<file path="src/rtl/dmem_controller.sv">
// Arbitrates NUM_CONSUMERS read/write requesters onto NUM_CHANNELS memory channels.
// Latency: grant 1 cycle after request, consumer ready 1 cycle after the memory pulse.
// Backpressure: a requester is held off until a channel is IDLE; lowest index wins.
module dmem_controller #(
    parameter int ADDR_BITS     = 8,
    parameter int DATA_BITS     = 8,
    parameter int NUM_CONSUMERS = 8,
    parameter int NUM_CHANNELS  = 2
) (
    input  logic                                     clk,
    input  logic                                     reset,

    input  logic [NUM_CONSUMERS-1:0]                 consumer_read_valid,
    input  logic [NUM_CONSUMERS-1:0][ADDR_BITS-1:0]  consumer_read_address,
    output logic [NUM_CONSUMERS-1:0]                 consumer_read_ready,
    output logic [NUM_CONSUMERS-1:0][DATA_BITS-1:0]  consumer_read_data,
    input  logic [NUM_CONSUMERS-1:0]                 consumer_write_valid,
    input  logic [NUM_CONSUMERS-1:0][ADDR_BITS-1:0]  consumer_write_address,
    input  logic [NUM_CONSUMERS-1:0][DATA_BITS-1:0]  consumer_write_data,
    output logic [NUM_CONSUMERS-1:0]                 consumer_write_ready,

    output logic [NUM_CHANNELS-1:0]                  mem_read_valid,
    output logic [NUM_CHANNELS-1:0][ADDR_BITS-1:0]   mem_read_address,
    input  logic [NUM_CHANNELS-1:0]                  mem_read_ready,
    input  logic [NUM_CHANNELS-1:0][DATA_BITS-1:0]   mem_read_data,
    output logic [NUM_CHANNELS-1:0]                  mem_write_valid,
    output logic [NUM_CHANNELS-1:0][ADDR_BITS-1:0]   mem_write_address,
    output logic [NUM_CHANNELS-1:0][DATA_BITS-1:0]   mem_write_data,
    input  logic [NUM_CHANNELS-1:0]                  mem_write_ready
);

    localparam int OWN_W = (NUM_CONSUMERS > 1) ? $clog2(NUM_CONSUMERS) : 1;

    typedef enum logic [1:0] {
        S_IDLE       = 2'd0,
        S_READ_WAIT  = 2'd1,
        S_WRITE_WAIT = 2'd2,
        S_RELAY      = 2'd3
    } state_t;

    state_t                                   state_q [NUM_CHANNELS];
    state_t                                   state_d [NUM_CHANNELS];
    logic [OWN_W-1:0]                         owner_q [NUM_CHANNELS];
    logic [OWN_W-1:0]                         owner_d [NUM_CHANNELS];
    logic [NUM_CHANNELS-1:0]                  is_wr_q, is_wr_d;
    logic [NUM_CONSUMERS-1:0]                 busy_q, busy_d;

    logic [NUM_CHANNELS-1:0]                  mem_read_valid_q, mem_read_valid_d;
    logic [NUM_CHANNELS-1:0][ADDR_BITS-1:0]   mem_read_address_q, mem_read_address_d;
    logic [NUM_CHANNELS-1:0]                  mem_write_valid_q, mem_write_valid_d;
    logic [NUM_CHANNELS-1:0][ADDR_BITS-1:0]   mem_write_address_q, mem_write_address_d;
    logic [NUM_CHANNELS-1:0][DATA_BITS-1:0]   mem_write_data_q, mem_write_data_d;
    logic [NUM_CONSUMERS-1:0]                 consumer_read_ready_q, consumer_read_ready_d;
    logic [NUM_CONSUMERS-1:0][DATA_BITS-1:0]  consumer_read_data_q, consumer_read_data_d;
    logic [NUM_CONSUMERS-1:0]                 consumer_write_ready_q, consumer_write_ready_d;

    // Grant scan scratch: claim accumulates consumers taken by lower channels this cycle.
    logic [NUM_CONSUMERS-1:0]                 claim;
    logic                                     found;
    logic [OWN_W-1:0]                         sel;
    logic                                     sel_wr;

    // Per-channel next state, evaluated in channel order so claims are visible downstream.
    always_comb begin
        state_d                = state_q;
        owner_d                = owner_q;
        is_wr_d                = is_wr_q;
        busy_d                 = busy_q;
        mem_read_valid_d       = mem_read_valid_q;
        mem_read_address_d     = mem_read_address_q;
        mem_write_valid_d      = mem_write_valid_q;
        mem_write_address_d    = mem_write_address_q;
        mem_write_data_d       = mem_write_data_q;
        consumer_read_ready_d  = consumer_read_ready_q;
        consumer_read_data_d   = consumer_read_data_q;
        consumer_write_ready_d = consumer_write_ready_q;
        claim                  = busy_q;
        found                  = 1'b0;
        sel                    = '0;
        sel_wr                 = 1'b0;

        for (int c = 0; c < NUM_CHANNELS; c++) begin
            found  = 1'b0;
            sel    = '0;
            sel_wr = 1'b0;
            case (state_q[c])
                S_IDLE: begin
                    for (int i = 0; i < NUM_CONSUMERS; i++) begin
                        if (!found && !claim[i] &&
                            (consumer_read_valid[i] || consumer_write_valid[i])) begin
                            found  = 1'b1;
                            sel    = OWN_W'(i);
                            // A read wins if a consumer illegally raises both.
                            sel_wr = !consumer_read_valid[i];
                        end
                    end
                    if (found) begin
                        claim[sel]  = 1'b1;
                        busy_d[sel] = 1'b1;
                        owner_d[c]  = sel;
                        is_wr_d[c]  = sel_wr;
                        if (sel_wr) begin
                            mem_write_valid_d[c]   = 1'b1;
                            mem_write_address_d[c] = consumer_write_address[sel];
                            mem_write_data_d[c]    = consumer_write_data[sel];
                            state_d[c]             = S_WRITE_WAIT;
                        end else begin
                            mem_read_valid_d[c]    = 1'b1;
                            mem_read_address_d[c]  = consumer_read_address[sel];
                            state_d[c]             = S_READ_WAIT;
                        end
                    end
                end
                S_READ_WAIT: begin
                    if (mem_read_ready[c]) begin
                        consumer_read_data_d[owner_q[c]]  = mem_read_data[c];
                        consumer_read_ready_d[owner_q[c]] = 1'b1;
                        mem_read_valid_d[c]               = 1'b0;
                        state_d[c]                        = S_RELAY;
                    end
                end
                S_WRITE_WAIT: begin
                    if (mem_write_ready[c]) begin
                        consumer_write_ready_d[owner_q[c]] = 1'b1;
                        mem_write_valid_d[c]               = 1'b0;
                        state_d[c]                         = S_RELAY;
                    end
                end
                default: begin
                    // Hold the handshake until the owner withdraws its request.
                    if (is_wr_q[c] ? !consumer_write_valid[owner_q[c]]
                                   : !consumer_read_valid[owner_q[c]]) begin
                        consumer_read_ready_d[owner_q[c]]  = 1'b0;
                        consumer_write_ready_d[owner_q[c]] = 1'b0;
                        busy_d[owner_q[c]]                 = 1'b0;
                        state_d[c]                         = S_IDLE;
                    end
                end
            endcase
        end
    end

    // State and output registers; reset abandons any in-flight memory access.
    always_ff @(posedge clk or negedge reset) begin
        if (!reset) begin
            for (int c = 0; c < NUM_CHANNELS; c++) begin
                state_q[c] <= S_IDLE;
                owner_q[c] <= '0;
            end
            is_wr_q                <= '0;
            busy_q                 <= '0;
            mem_read_valid_q       <= '0;
            mem_read_address_q     <= '0;
            mem_write_valid_q      <= '0;
            mem_write_address_q    <= '0;
            mem_write_data_q       <= '0;
            consumer_read_ready_q  <= '0;
            consumer_read_data_q   <= '0;
            consumer_write_ready_q <= '0;
        end else begin
            for (int c = 0; c < NUM_CHANNELS; c++) begin
                state_q[c] <= state_d[c];
                owner_q[c] <= owner_d[c];
            end
            is_wr_q                <= is_wr_d;
            busy_q                 <= busy_d;
            mem_read_valid_q       <= mem_read_valid_d;
            mem_read_address_q     <= mem_read_address_d;
            mem_write_valid_q      <= mem_write_valid_d;
            mem_write_address_q    <= mem_write_address_d;
            mem_write_data_q       <= mem_write_data_d;
            consumer_read_ready_q  <= consumer_read_ready_d;
            consumer_read_data_q   <= consumer_read_data_d;
            consumer_write_ready_q <= consumer_write_ready_d;
        end
    end

    assign mem_read_valid       = mem_read_valid_q;
    assign mem_read_address     = mem_read_address_q;
    assign mem_write_valid      = mem_write_valid_q;
    assign mem_write_address    = mem_write_address_q;
    assign mem_write_data       = mem_write_data_q;
    assign consumer_read_ready  = consumer_read_ready_q;
    assign consumer_read_data   = consumer_read_data_q;
    assign consumer_write_ready = consumer_write_ready_q;

endmodule

</file>
<file path="config.mk">
export PLATFORM = sky130hd
export DESIGN_NAME = dmem_controller
export DESIGN_NICKNAME = d
export VERILOG_FILES = /design/src/rtl/dmem_controller.sv
export SDC_FILE = /design/constraint.sdc
export NUM_CORES = 1
export LEC_CHECK = 0
export BUFFER_PORTS_ARGS = -buffer_cell sky130_fd_sc_hd__buf_2
export CAP_MARGIN = 10
export CORE_ASPECT_RATIO = 0.75
export CORE_MARGIN = 2
export CORE_UTILIZATION = 40
export DETAILED_ROUTE_END_ITERATION = 12
export PLACE_DENSITY = 0.69
export SLEW_MARGIN = 20
export SYNTH_ARGS = -nofsm -noshare
export SYNTH_HDL_FRONTEND = slang
export SYNTH_SLANG_ARGS = --single-unit
</file>
<file path="constraint.sdc">
create_clock -name clk -period 6.09 [get_ports clk]
set_input_delay 0 -clock clk [delete_from_list [all_inputs] [get_ports clk]]
set_output_delay 0 -clock clk [all_outputs]
set_load 0.02 [all_outputs]
</file>
==> impl_metrics.json, run 1 <==
{
  "synth_area_sq_um": 12100,
  "grt_use_total_pct": 29.3,
  "placedCellCount": 2075,
  "power_switching_share_pct": 51.2,
  "hold_slack_ps": 2.43,
  "place_congestion": 0.984,
  "synth_edf_count": 0,
  "vias": 13200,
  "netlist_instances": 1439,
  "drive_above_1_share_pct": 28.2,
  "die_area_sq_um": 31500,
  "crit_arrival_ps": 4490,
  "critPathMaxFanout": 17,
  "ys_types": 75,
  "hpwlAfterDp_mm": 34.7,
  "slowest_delay_ps": 600,
  "initial_core_util_pct": 41.0,
  "rows": 54,
  "clock-sinks": 152,
  "synth_most_common_cell": "nand2_1",
  "start_kind": "register",
  "cts_resized": 0,
  "ant_nets": 0,
  "status": "complete, no violations",
  "yosys_register_bits": 152,
  "htreeDepth": 4,
  "grt_max_degree": 103,
  "yosysWarnings": 0,
  "min_period_ps": 4170,
  "vdd_drop_max_v": 0.000239,
  "syn_nets": 1677,
  "drv_cap": 0,
  "finalWorstSetupSlack_ps": 1920,
  "drv_slew": 0,
  "leakage_nw": 7.18,
  "timing.fmax_mhz": 240,
  "max_slew.worst_pin.slew_ps": 1160,
  "nFillCells": 2800,
  "drt_iter0_drc": 1472,
  "holdPathStages": 5,
  "die_h_um": 154,
  "post_drt_wl_per_cell_um": 22.1,
  "clkPwrFrac_pct": 13.9,
  "crit_required_ps": 6420,
  "sequentialPowerShare_pct": 23.2,
  "reg2reg_from": "busy_q[1]",
  "yosysSeqAreaShare_pct": 31.6,
  "synthTopCellsByArea": "dfrtp_1, mux2i_1, nand2_1",
  "fin_cells": 2160,
  "holdPathEnd": "mem_write_address[2]",
  "fin_setup_tns_ps": 0,
  "async_reset_ff_share_pct": 100,
  "reg2reg_depth": 9,
  "critical_path.endpoint_type": "register",
  "synthTopCellsByCount": "nand2_1, mux2i_1, dfrtp_1, a21oi_1, nor2_1",
  "wl_mm": 47.7,
  "worst_path_max_delay_cell": "dlygate4sd3_1",
  "relSlewSlack_pct": 22.4,
  "hold_path_class": "input pin to register",
  "r2r_end": "mem_write_address[10]",
  "clock_path_buffers": 2,
  "coreArea_sq_um": 29400,
  "final.period_utilization_pct": 68.4,
  "portBuffers": 361,
  "cts_root_buffer": "clkbuf_16",
  "rsz0062_at_grt": "no",
  "path_delay_family": "simple AND/OR/NAND/NOR gates",
  "overflow": 0,
  "switchingPower_mw": 4.04,
  "cellInternalPower_mw": 3.85,
  "syn_area_per_cell_sq_um": 8.37,
  "nets": 1992,
  "hold_viol_final": 0,
  "fin_skew_ps": 19.0,
  "power_frac_comb_pct": 63.0,
  "die_w_um": 204,
  "reg2reg_slack_ps": 1920,
  "pwr_density_cell_nw_per_um2": 523,
  "grt_pass1_wl_mm": 72.3,
  "first_pass_iters": 6,
  "crit_path_cell_trace": "o21bai_4 -> nand4_2 -> o31ai_2 -> or3_1 -> nand3_2 -> nand2_1 -> a21oi_1 -> dlygate4sd3_1 -> o31a_1",
  "vias_per_cell": 6.10,
  "hold_start": "consumer_write_address[26]",
  "path_buf_inv": 1,
  "critPathKind": "register to register",
  "antenna_found_initial": 1,
  "clkLatencyLatePin_ps": 450,
  "setup_viol": 0,
  "clk_pin_slew_ps": 80,
  "yosys_most_used_dff": "dfrtp_1",
  "cts_tree": "done",
  "pre_cts_ws_ps": 2360,
  "cp.depth": 9,
  "drc": 0,
  "cts_buffers": 17,
  "grt_pass1_vias": 12600,
  "syn_to_final_growth_pct": 25.3,
  "ios": 362,
  "yosys.area.top_type_share_pct": 31.6,
  "synth_top_area_cell": "dfrtp_1"
}
[cell families (layout without fill, tap and decap cells)]
group,after synthesis,in the layout,share of synthesized area (%)
AOI/OAI and AO/OA,453,453,25.4
and+or+nand+nor,443,443,16.9
muxes,221,221,19.3
buffers and inverters,159,487,5.69
DFF,152,152,31.6
adders and majority gates,11,11,1.08
other,0,1,0
[area by class of cell]
cell class                 instances  area [sq um]  area share [%]
tap                              392           490            3.25
inverter                          30           113           0.746
timing repair buffer             425          2450            16.2
clock inverter                    15           169            1.12
antenna                            1          2.50          0.0166
clock buffer                      17           425            2.82
sequential                       152          3800            25.2
multi-input combinational       1128          7640            50.6
[sequential cells by signal (all words and copies together) (netlist names), 4 cells and up]
signal                count
busy_q                    8
consumer_read_ready       8
mem_write_data           16
state_q                   4
consumer_write_ready      8
mem_write_address        16
consumer_read_data       64
owner_q                   6
mem_read_address         16
[cells in the final DEF (no fill, tap or decap), types with 30 or more instances in the layout]
master,count
buf_2,360
nand2_1,192
mux2i_1,174
dfrtp_1,152
a21oi_1,125
nor2_1,102
o21ai_0,93
dlygate4sd3_1,50
nor3_1,36
mux2_2,35
a22oi_1,34
inv_1,30
[per-layer routing]
metal  wire (um)  track usage [%]  share of wire [%]
met5           0                0                  0
met4        1270             9.21                2.7
met3        5390             7.92                 11
met2       20900             43.6                 44
met1       20100             41.3                 42
[tightest hold or removal path: stages]
cell and delay (ps):
buf_2 90, nand2_1 40, o21ai_0 70, a221oi_1 80, o21ai_0 130
[power groups by stage]
| stage | clock network (mW) | logic (mW) | registers (mW) |
|---|---|---|---|
| floorplan | 0 | 2.95 | 2.19 |
| global placement | 0 | 4.66 | 1.80 |
| detailed placement | 0 | 4.75 | 1.82 |
| CTS | 1.10 | 4.86 | 1.81 |
| global route | 1.15 | 5.33 | 1.87 |
| finish | 1.09 | 4.97 | 1.83 |
[per-stage QoR]
step	power (mW)	util, %	instance area (sq um)
CTS	7.77	51.2	15100
global route	8.35	51.4	15100
global placement	6.47	47.5	14000
floorplan	5.14	-	12100
finish	7.90	51.4	15100
detailed placement	6.58	47.5	14000
[timing repair]
item / in CTS / in global routing
endpoints found under the setup margin: 0 / 0
setup buffers: 0 / 0
hold buffers: 50 / 0
endpoints found under the hold margin: 185 / 0
[how the worst max path moves through the flow]
| stage | startpoint | slack [ps] | endpoint |
|---|---|---|---|
| after floorplan | state_q[2] | 3070 | mem_write_data[10] |
| after global placement | busy_q[1] | 2490 | mem_write_data[12] |
| after detailed placement | busy_q[0] | 2360 | mem_read_address[11] |
| after CTS | busy_q[0] | 2050 | mem_write_address[10] |
| after global routing | busy_q[1] | 1750 | mem_write_address[10] |
| final | busy_q[1] | 1920 | mem_write_address[10] |
Power figures use the tool's default switching activity.
==> run 2: changes to the inputs <==
--- a/config.mk
+++ b/config.mk
@@ -11,7 +11,7 @@
 export CORE_MARGIN = 2
 export CORE_UTILIZATION = 40
 export DETAILED_ROUTE_END_ITERATION = 12
-export PLACE_DENSITY = 0.69
+export PLACE_DENSITY = 0.71
 export SLEW_MARGIN = 20
 export SYNTH_ARGS = -nofsm -noshare
 export SYNTH_HDL_FRONTEND = slang
==> constraint.sdc (replaced) <==
create_clock -name clk -period 3.8 [get_ports clk]
set_input_delay 0 -clock clk [delete_from_list [all_inputs] [get_ports clk]]
set_output_delay 0 -clock clk [all_outputs]
set_load 0.02 [all_outputs]
==> impl_metrics.json, run 2 (synthesis results as in run 1) <==
{
  "grt_pass1_vias": 12700,
  "post_drt_wl_per_cell_um": 22.1,
  "path_buf_inv": 3,
  "final.period_utilization_pct": 97.8,
  "pre_cts_ws_ps": 334,
  "nets": 2022,
  "hold_viol_final": 0,
  "rsz0062_at_grt": "no",
  "hpwlAfterDp_mm": 35.5,
  "first_pass_iters": 6,
  "slowest_delay_ps": 590,
  "initial_core_util_pct": 41.0,
  "largest_register_ffs": 64,
  "vias": 13200,
  "vdd_drop_max_v": 0.000534,
  "ant_nets": 0,
  "cp.depth": 10,
  "relSlewSlack_pct": 37.0,
  "cts_tree": "done",
  "reg2reg_from": "busy_q[4]",
  "cts_buffers": 17,
  "rows": 54,
  "critPathKind": "register to register",
  "final_common_cell": "buf_2",
  "clock-sinks": 152,
  "fin_setup_tns_ps": 0,
  "r2r_end": "mem_write_address[6]",
  "timing.fmax_mhz": 269,
  "grt_use_total_pct": 29.9,
  "die_w_um": 204,
  "critical_path.endpoint_type": "register",
  "die_h_um": 154,
  "grt_pass1_wl_mm": 73.5,
  "grt_max_degree": 100,
  "max_slew.worst_pin.slew_ps": 945,
  "crit_arrival_ps": 4010,
  "worstSetupStartpoint": "busy_q[4]",
  "nFillCells": 2774,
  "crit_path_end": "mem_write_address[6]",
  "leakage_nw": 7.35,
  "cts_root_buffer": "clkbuf_16",
  "min_period_ps": 3720,
  "status": "complete, no violations",
  "portBuffers": 361,
  "final_cell_mix": "buf_2, nand2_1, mux2i_1, dfrtp_1, a21oi_1",
  "vias_per_cell": 6.03,
  "clkLatencyLatePin_ps": 450,
  "syn_to_final_growth_pct": 27.7,
  "drive_above_1_share_pct": 29.2,
  "crit_path_cell_trace": "o21ba_2 -> o211ai_1 -> o211ai_1 -> o31ai_4 -> buf_12 -> a221o_1 -> dlygate4sd3_1 -> a221oi_1 -> dlygate4sd3_1 -> a21oi_1",
  "drt_iter0_drc": 1600,
  "drv_cap": 0,
  "place_congestion": 1.02,
  "ios": 362,
  "drv_slew": 0,
  "worst_path_max_delay_cell": "dlygate4sd3_1",
  "start_kind": "register",
  "reg2reg_depth": 10,
  "clock_path_buffers": 2,
  "crit_required_ps": 4100,
  "antenna_found_initial": 6,
  "die_area_sq_um": 31500,
  "reg2reg_slack_ps": 80,
  "wl_mm": 48.4,
  "setup_viol": 0,
  "coreArea_sq_um": 29400,
  "fin_skew_ps": 21.5,
  "clk_pin_slew_ps": 80,
  "critPathMaxFanout": 72,
  "path_delay_family": "compound AO/OA/AOI/OAI gates",
  "finalWorstSetupSlack_ps": 82.2,
  "pwr_density_cell_nw_per_um2": 843,
  "htreeDepth": 4,
  "drc": 0,
  "hold_path_class": "input pin to register",
  "overflow": 0
}
[run 2: cell types whose count changed in the layout (fill, tap and decap cells not counted), sizes merged]
| cell | delta |
|---|---|
| inv | -3 |
| diode | +3 |
| bufinv | +1 |
| buf | +29 |
| dlygate4sd3 | +1 |
| clkinv | +2 |
[run 2: cell type report]
type,count,area [sq um],share of cell area (%)
clock buffer,17,425,2.77
tap,392,490,3.19
inverter,30,113,0.732
timing repair buffer,455,2700,17.5
sequential,152,3800,24.7
clock inverter,15,198,1.28
antenna,4,10.0,0.0651
multi-input combinational,1128,7650,49.7
[run 2: what timing repair did]
| item | CTS | global route |
|---|---|---|
| resized for setup | 0 | 2 |
| hold buffers | 51 | 0 |
| setup buffers | 0 | 2 |
| setup endpoints to repair | 0 | 7 |
| hold endpoints to repair | 179 | 0 |
[run 2: through the flow]
step / cell area (sq um) / total power [mW] / utilization (%) / std cells / hold WS (ps)
floorplan: 12100 / 8.24 / - / 1439 / -296
detailed placement: 14200 / 10.8 / 48.4 / 2104 / 176
CTS: 15300 / 12.8 / 52.2 / 2187 / 0.379
finish: 15400 / 13.0 / 52.3 / 2193 / 5.49
global placement: 14200 / 10.6 / 48.4 / 2104 / 169
global route: 15400 / 13.7 / 52.3 / 2191 / 15.6
[run 2: how the worst min path moves through the flow]
stage	from	to	slack, ps	cells past startpoint
6_report	consumer_write_data[0]	mem_write_data[0]	5	5
5_1_grt	consumer_write_address[25]	mem_write_address[9]	20	4
4_1_cts	consumer_write_address[27]	mem_write_address[11]	0.4	4
3_5_place_dp	reset	consumer_read_data[57]	180	1
3_3_place_gp	reset	consumer_read_data[58]	170	1
2_1_floorplan	reset	busy_q[0]	-300	0
[run 2: per-layer routing]
layer / up-vias / global-route usage, % / wire length (um)
met4: 2 / 9.32 / 1220
met5: - / 0 / 12
met2: 802 / 43.3 / 20700
met1: 6290 / 42.3 / 20600
li1: 6018 / - / -
met3: 107 / 9.06 / 5840
[run 2: report_power, final]
part | internal (mW) | switching (mW)
logic | 3.11 | 5.12
registers | 2.34 | 0.552
clock network | 0.954 | 0.887
[run 2: worst reg2reg max path: stages (launching register included)]
cell and delay (ps):
dfrtp_1 430, o21ba_2 420, o211ai_1 140, o211ai_1 290
o31ai_4 220, buf_12 270, a221o_1 340, dlygate4sd3_1 560
a221oi_1 270, dlygate4sd3_1 590, a21oi_1 40
==> run 3: changes to the inputs <==
--- a/config.mk
+++ b/config.mk
@@ -5,9 +5,9 @@
 export SDC_FILE = /design/constraint.sdc
 export NUM_CORES = 1
 export LEC_CHECK = 0
+export ABC_CLOCK_PERIOD_IN_PS = 3800
 export BUFFER_PORTS_ARGS = -buffer_cell sky130_fd_sc_hd__buf_2
 export CAP_MARGIN = 10
-export CORE_ASPECT_RATIO = 0.75
 export CORE_MARGIN = 2
 export CORE_UTILIZATION = 40
 export DETAILED_ROUTE_END_ITERATION = 12
==> impl_metrics.json, run 3 (synthesis results as in run 1) <==
{
  "vdd_drop_max_v": 0.000447,
  "cts_tree": "done",
  "power_frac_comb_pct": 63.4,
  "multi_input_area_sq_um": 7650,
  "rsz0062_at_grt": "no",
  "grt_pass1_wl_mm": 74.6,
  "pwr_density_cell_nw_per_um2": 840,
  "power_switching_share_pct": 50.1,
  "slowest_delay_ps": 560,
  "hold_slack_ps": 12.7,
  "fin_cells": 2199,
  "vias": 13300,
  "hpwlAfterDp_mm": 36.7,
  "grt_max_degree": 94,
  "max_slew.worst_pin.slew_ps": 1110,
  "ant_nets": 0,
  "clock-sinks": 152,
  "cellInternalPower_mw": 6.47,
  "drive_above_1_share_pct": 29.5,
  "leakage_nw": 7.39,
  "portBuffers": 361,
  "placed_area_sq_um": 14300,
  "rows": 63,
  "post_drt_wl_per_cell_um": 22.5,
  "setup_viol": 0,
  "drv_cap": 0,
  "min_period_ps": 3470,
  "fin_skew_ps": 13.1,
  "critical_path.endpoint_type": "register",
  "switchingPower_mw": 6.50,
  "place_congestion": 0.969,
  "crit_path_frequent_cell": "a21oi_1",
  "path_buf_inv": 2,
  "relSlewSlack_pct": 25.2,
  "clock_path_buffers": 2,
  "placedCellCount": 2111,
  "cts_root_buffer": "clkbuf_16",
  "initial_core_util_pct": 40.7,
  "final_cell_mix": "buf_2, nand2_1, mux2i_1, dfrtp_1, a21oi_1",
  "start_kind": "register",
  "first_pass_iters": 5,
  "wl_mm": 49.5,
  "final_area_sq_um": 15400,
  "clkPwrFrac_pct": 14.1,
  "syn_to_final_growth_pct": 28.1,
  "crit_arrival_ps": 3800,
  "die_w_um": 178,
  "path_delay_family": "compound AO/OA/AOI/OAI gates",
  "status": "complete, no violations",
  "final_util_pct": 52.1,
  "final.period_utilization_pct": 91.4,
  "nets": 2030,
  "die_h_um": 178,
  "cts_buffers": 17,
  "drc": 0,
  "htreeDepth": 4,
  "largest_register_ffs": 64,
  "register_area_sq_um": 3800,
  "drt_iter0_drc": 1415,
  "coreArea_sq_um": 29600,
  "final_common_cell": "buf_2",
  "critPathMaxFanout": 40,
  "pre_cts_ws_ps": 253,
  "worst_path_max_delay_cell": "dlygate4sd3_1",
  "critPathKind": "register to register",
  "nFillCells": 2856,
  "overflow": 0,
  "vias_per_cell": 6.07,
  "grt_pass1_vias": 13000,
  "antenna_found_initial": 3,
  "finalWorstSetupSlack_ps": 326,
  "crit_path_cell_trace": "o21ba_1 -> nor2_2 -> a21oi_1 -> o21ai_4 -> nor3_4 -> buf_12 -> nand2_1 -> a21oi_1 -> dlygate4sd3_1 -> o31a_1",
  "clkLatencyLatePin_ps": 450,
  "grt_use_total_pct": 30.6,
  "clk_pin_slew_ps": 70,
  "drv_slew": 0,
  "sequentialPowerShare_pct": 22.5,
  "die_area_sq_um": 31500,
  "fin_setup_tns_ps": 0,
  "timing.fmax_mhz": 288,
  "hold_path_class": "input pin to register",
  "crit_required_ps": 4120,
  "power.total_mw": 13.0,
  "hold_viol_final": 0,
  "ios": 362
}
[run 3: worst paths after layout]
kind | from | end | slack (ps) | cells after the start
worst max-delay path | busy_q[0] | mem_write_data[14] | 330 | 10
worst min-delay path | consumer_write_data[0] | mem_write_data[0] | 10 | 5
worst max register to register | busy_q[0] | mem_write_data[14] | 330 | 10
worst min register to register | mem_write_data[3] | mem_write_data[3] | 480 | 2
max in group asynchronous | reset | consumer_read_data[17] | 2490 | 3
min in group asynchronous | reset | consumer_read_data[47] | 240 | 2
[run 3: layer usage]
metal / track usage (%) / up-vias / part of all wire [%]
met4: 13.3 / 0 / 3.8
met2: 48.2 / 772 / 47
met3: 6.62 / 133 / 8.8
met5: 0 / - / 0
li1: - / 6023 / -
met1: 40.3 / 6413 / 41
[run 3: final cells by class]
class	instances	share of cell area (%)
repair buffers	463	17.9
flip-flops and latches	152	24.6
clock buffers	18	2.84
diodes	4	0.0648
inverters	30	0.729
clock inverters	14	1.15
multi-input cells	1128	49.6
well taps	390	3.16
[run 3: timing repair]
action / CTS / global route
buffers inserted: 0 / 1
hold buffers: 51 / 0
hold endpoints to repair: 178 / 0
endpoints found under the setup margin: 0 / 4
gates resized for setup: 0 / 1
[run 3: power groups by stage]
| stage | Sequential [mW] | Clock (mW) | Combinational [mW] |
|---|---|---|---|
| 2_1_floorplan | 3.51 | 0 | 4.73 |
| 3_3_place_gp | 2.90 | 0 | 7.85 |
| 3_5_place_dp | 2.91 | 0 | 7.93 |
| 4_1_cts | 2.90 | 1.85 | 8.09 |
| 5_1_grt | 3.00 | 1.90 | 8.86 |
| 6_report | 2.92 | 1.82 | 8.22 |
[run 3: worst register-to-register path, delay by kind of cell (launching register included)]
kind / cells / cell delay [ps]
AND/OR/NAND/NOR: 3 / 690
flip-flops: 1 / 440
AO/OA/AOI/OAI: 5 / 1450
buffers and inverters: 2 / 780
